$ cat src/rtl/lcd_bus_arbiter.sv
// Round-robin arbiter sharing one 8080-style LCD write bus between two byte-stream requesters.
// Whole bursts are granted; the block times the wr strobe and acknowledges each byte.
module lcd_bus_arbiter #(
    parameter int unsigned WR_LOW_CYC  = 1,
    parameter int unsigned WR_HIGH_CYC = 1
) (
    input  logic       clk,
    input  logic       nrst,
    input  logic [1:0] req,
    input  logic [1:0] byte_valid,
    input  logic [7:0] byte_data0,
    input  logic [7:0] byte_data1,
    input  logic [1:0] byte_dcx,
    input  logic [1:0] byte_last,
    output logic [1:0] grant,
    output logic [1:0] byte_ack,
    output logic       busy,
    output logic       wr,
    output logic       dcx,
    output logic       csx,
    output logic [7:0] D
);

    localparam int unsigned CNT_W = 4;

    typedef enum logic [1:0] {
        IDLE  = 2'd0,
        GRANT = 2'd1,
        WR_LO = 2'd2,
        WR_HI = 2'd3
    } state_t;

    state_t           state;
    logic [CNT_W-1:0] cnt;
    logic             owner;
    logic             last_served;
    logic             last_byte;
    logic             pick;

    // On a tie the requester not served most recently wins.
    always_comb begin
        pick = req[1];
        if (req == 2'b11) begin
            pick = ~last_served;
        end
    end

    always_ff @(posedge clk) begin
        if (!nrst) begin
            state       <= IDLE;
            cnt         <= '0;
            owner       <= 1'b0;
            last_served <= 1'b1;
            last_byte   <= 1'b0;
            grant       <= 2'b00;
            byte_ack    <= 2'b00;
            busy        <= 1'b0;
            wr          <= 1'b1;
            dcx         <= 1'b1;
            csx         <= 1'b1;
            D           <= 8'h00;
        end else begin
            byte_ack <= 2'b00;
            case (state)
                IDLE: begin
                    if (|req) begin
                        owner <= pick;
                        grant <= pick ? 2'b10 : 2'b01;
                        csx   <= 1'b0;
                        busy  <= 1'b1;
                        state <= GRANT;
                    end
                end
                GRANT: begin
                    if (byte_valid[owner]) begin
                        D         <= owner ? byte_data1 : byte_data0;
                        dcx       <= byte_dcx[owner];
                        last_byte <= byte_last[owner];
                        wr        <= 1'b0;
                        byte_ack  <= grant;
                        cnt       <= CNT_W'(WR_LOW_CYC);
                        state     <= WR_LO;
                    end
                end
                WR_LO: begin
                    if (cnt == CNT_W'(1)) begin
                        wr    <= 1'b1;
                        cnt   <= CNT_W'(WR_HIGH_CYC);
                        state <= WR_HI;
                    end else begin
                        cnt <= cnt - CNT_W'(1);
                    end
                end
                WR_HI: begin
                    if (cnt == CNT_W'(1)) begin
                        if (last_byte) begin
                            grant       <= 2'b00;
                            csx         <= 1'b1;
                            busy        <= 1'b0;
                            last_served <= owner;
                            state       <= IDLE;
                        end else begin
                            state <= GRANT;
                        end
                    end else begin
                        cnt <= cnt - CNT_W'(1);
                    end
                end
                default: state <= IDLE;
            endcase
        end
    end

endmodule

$ cat config.mk
export PLATFORM = sky130hd
export DESIGN_NAME = lcd_bus_arbiter
export DESIGN_NICKNAME = d
export VERILOG_FILES = /design/src/rtl/lcd_bus_arbiter.sv
export SDC_FILE = /design/constraint.sdc
export NUM_CORES = 1
export LEC_CHECK = 0
export BUFFER_PORTS_ARGS = -buffer_cell sky130_fd_sc_hd__buf_4
export CAP_MARGIN = 5
export CORE_ASPECT_RATIO = 0.5
export CORE_MARGIN = 1.5
export CORE_UTILIZATION = 44
export DETAILED_ROUTE_END_ITERATION = 7
export HOLD_SLACK_MARGIN = 0.12
export PLACE_DENSITY = 0.73
export SETUP_SLACK_MARGIN = 0.3
export SYNTH_ARGS = -nofsm -noshare
export SYNTH_HDL_FRONTEND = slang
export SYNTH_SLANG_ARGS = --single-unit
$ cat constraint.sdc
create_clock -name clk -period 1.7 [get_ports clk]
set_input_delay 0.51 -clock clk [delete_from_list [all_inputs] [get_ports clk]]
set_output_delay 0.51 -clock clk [all_outputs]
set_load 0.02 [all_outputs]
==> impl_metrics.toml <==
[global_route]
grt_antenna_before_repair = 0
grt_first_pass_wirelength_um = 4950
grt_pass1_vias = 1075
grt_overflow = 0
grt_max_degree = 21
grt_usage_pct = 20.5

[synthesis]
synth.mux.area_fraction_pct = 10.5
synth_enable_flop_cells = 0
yosysUniqueCellTypes = 38
yosysTopAreaCellShare_pct = 39.3
synth_top_family_by_area = "compound AO/OA/AOI/OAI gates"
synth-seq-area-share_pct = 39.3
yosys-top-cells-count = "dfxtp_1, nand2_1, mux2i_1"
syn_avg_cell_area_sq_um = 9.30
synth_top_cell_by_area = "dfxtp_1"
synth-seq-cells = 25
synth-compound-area-share_pct = 24.1
synth_area_leaders = "dfxtp_1, mux2i_1, ha_1"
synth.most_common_cell = "dfxtp_1"
synth_fa_ha_area_share_pct = 5.89
synth.net_count = 169
synthSimpleGateAreaFrac_pct = 16.1
netlist_area_sq_um = 1270
synth_cells = 137
synthFlopType = "dfxtp_1"
synthArstFlopShare_pct = 0
synth_xor_area_share_pct = 0
yosysWarningCount = 0

[critical_path]
worstSetupEndpoint = "state[0]"
path_max_fanout = 3
crit_path_start_kind = "register"
cp.arrival_ns = 1.80
cp.required_ns = 1.90
crit_type = "reg2reg"
r2r_slack_ns = 0.1
startpoint = "cnt[1]"
r2r_start = "cnt[1]"
worstSetupEndpointType = "register"
rr_worst_depth = 6
reg2reg_to = "state[0]"

[power_and_ir_drop]
p_leak_nw = 0.811
p_per_area_nw_per_um2 = 1620
p_total_mw = 3.13
peakVddDrop_mv = 0.832

[timing]
drv_slew = 0
fmax_mhz = 625
rsz0062_at_grt = "yes"
fin_crit_sh_pct = 94.2
hold_viol = 0
clock_skew_ns = 0.00539
setup_viol = 0
min_period_ns = 1.60
max_slew_margin_pct = 62.3
setup_tns_ns = 0
tightest_slew_ns = 0.566

[floorplanning]
initial_core_util_pct = 47.7
die_w_um = 79.1
design.core.area_sq_um = 2670
die_area_sq_um = 3250
io_pins = 42
die_y_um = 41.0
rows = 13

[final_layout]
antenna_cells = 0
area_delta_synth_final_pct = 52.0
nFillCells = 207
drive_above_1_share_pct = 50.8
layout.nets = 228

[routing]
route.detailed.drc = 0
drt-pass1-iter-count = 4
drt_wl_total_um = 3200
wl_per_cell_um = 13.8
vias_per_cell = 5.18
drt_iter0_markers = 52
via_count = 1202
drt.antenna.violating_nets = 0

[clock_tree]
cts_max_level = 1
cts-root-buf = "clkbuf_8"
clk_pin_slew_ns = 0.09
cts_tree = "built"
clkSinkCount = 25
numCtsBuffers = 3
clk-insertion-delay-late_ns = 0.29
clk_path_buf_depth = 2

[placement]
port_buffers = 41
place_congestion = 0.769
hpwl_um = 2120

[run]
drv_cap = 0

[min_path]
hp-class = "reg2reg"

[outcome]
run_status = "completed"
==> worst max-delay path, stage by stage, from the launching register on <==
cell	delay [ns]
dfxtp_2	0.34
inv_2	0.07
ha_4	0.13
or3b_4	0.40
a221oi_4	0.26
o21ai_2	0.09
a221oi_2	0.23
==> cell families (layout without fill, tap and decap cells) <==
| family | Yosys count | after routing |
|---|---|---|
| compound gates | 39 | 39 |
| simple gates | 41 | 41 |
| flops | 25 | 25 |
| fa+ha+maj | 6 | 6 |
| mux | 13 | 13 |
| buf+inv | 13 | 71 |
==> metrics by stage <==
step                cell area, sq um  hold WS, ns  setup WS [ns]  cells  utilization [%]
floorplan                       1320        0.440          0.152    137                -
global placement                1690        0.451         0.0584    213             63.2
detailed placement              1690        0.456         0.0580    213             63.2
CTS                             1860        0.475         0.0911    226             69.7
global route                    1940        0.514         0.0359    232             72.6
finish                          1940        0.459         0.0987    232             72.6
==> placed cells by master (no fill, tap or decap), drive strengths merged, types with 2 or more instances in the layout <==
| cell | instances |
|---|---|
| nand2b | 2 |
| nor2b | 2 |
| a32o | 2 |
| and3 | 2 |
| or2 | 2 |
| mux2i | 13 |
| buf | 61 |
| nand2 | 14 |
| dfxtp | 25 |
| a221oi | 3 |
| inv | 7 |
| o31ai | 2 |
| nor2 | 10 |
| clkbuf | 3 |
| ha | 6 |
| o21bai | 2 |
| a211oi | 9 |
| o21ai | 6 |
| nor3b | 3 |
| a21o | 2 |
| a21oi | 4 |
| nand3 | 4 |
==> report_power, final <==
part / switching, mW / total [mW] / internal [mW]
sequential: 0.143 / 0.905 / 0.762
combinational: 0.908 / 1.83 / 0.924
clock: 0.220 / 0.393 / 0.173
==> repair_timing <==
| item | CTS | global route |
|---|---|---|
| pin swaps | 5 | 5 |
| gates cloned | 0 | 1 |
| gates resized for setup | 16 | 10 |
| buffers inserted | 9 | 5 |
| hold buffers | 0 | 0 |
| setup endpoints to repair | 20 | 22 |
==> metal layers <==
| layer | global-route usage (%) | vias up | wire length [um] |
|---|---|---|---|
| met1 | 25.1 | 560 | 1530 |
| met3 | 4.67 | 2 | 127 |
| met5 | 0 | - | 0 |
| met2 | 38.9 | 27 | 1520 |
| met4 | 3.95 | 0 | 18 |
| li1 | - | 613 | - |
==> cell type report <==
class | instances | area (sq um) | share of cell area [%]
multi-input cells | 99 | 841 | 43.4
flip-flops and latches | 25 | 512 | 26.4
repair buffers | 61 | 459 | 23.7
well taps | 37 | 46.3 | 2.39
clock buffers | 3 | 41.3 | 2.13
inverters | 6 | 27.5 | 1.42
clock inverters | 1 | 8.76 | 0.452
==> state kept, by name, summed over array words and instances, names as in the netlist <==
signal,flops
dcx,1
state,2
owner,1
byte_ack,2
D,8
wr,1
grant,2
cnt,4
last_served,1
csx,1
busy,1
last_byte,1
==> worst min path at each step <==
stage	startpoint	endpoint	cells after the start
2_1_floorplan	last_served	last_served	2
3_3_place_gp	wr	wr	2
3_5_place_dp	wr	wr	2
4_1_cts	wr	wr	2
5_1_grt	grant[1]	grant[1]	2
6_report	wr	wr	2
Note: power is estimated with default switching activity, not from simulation.
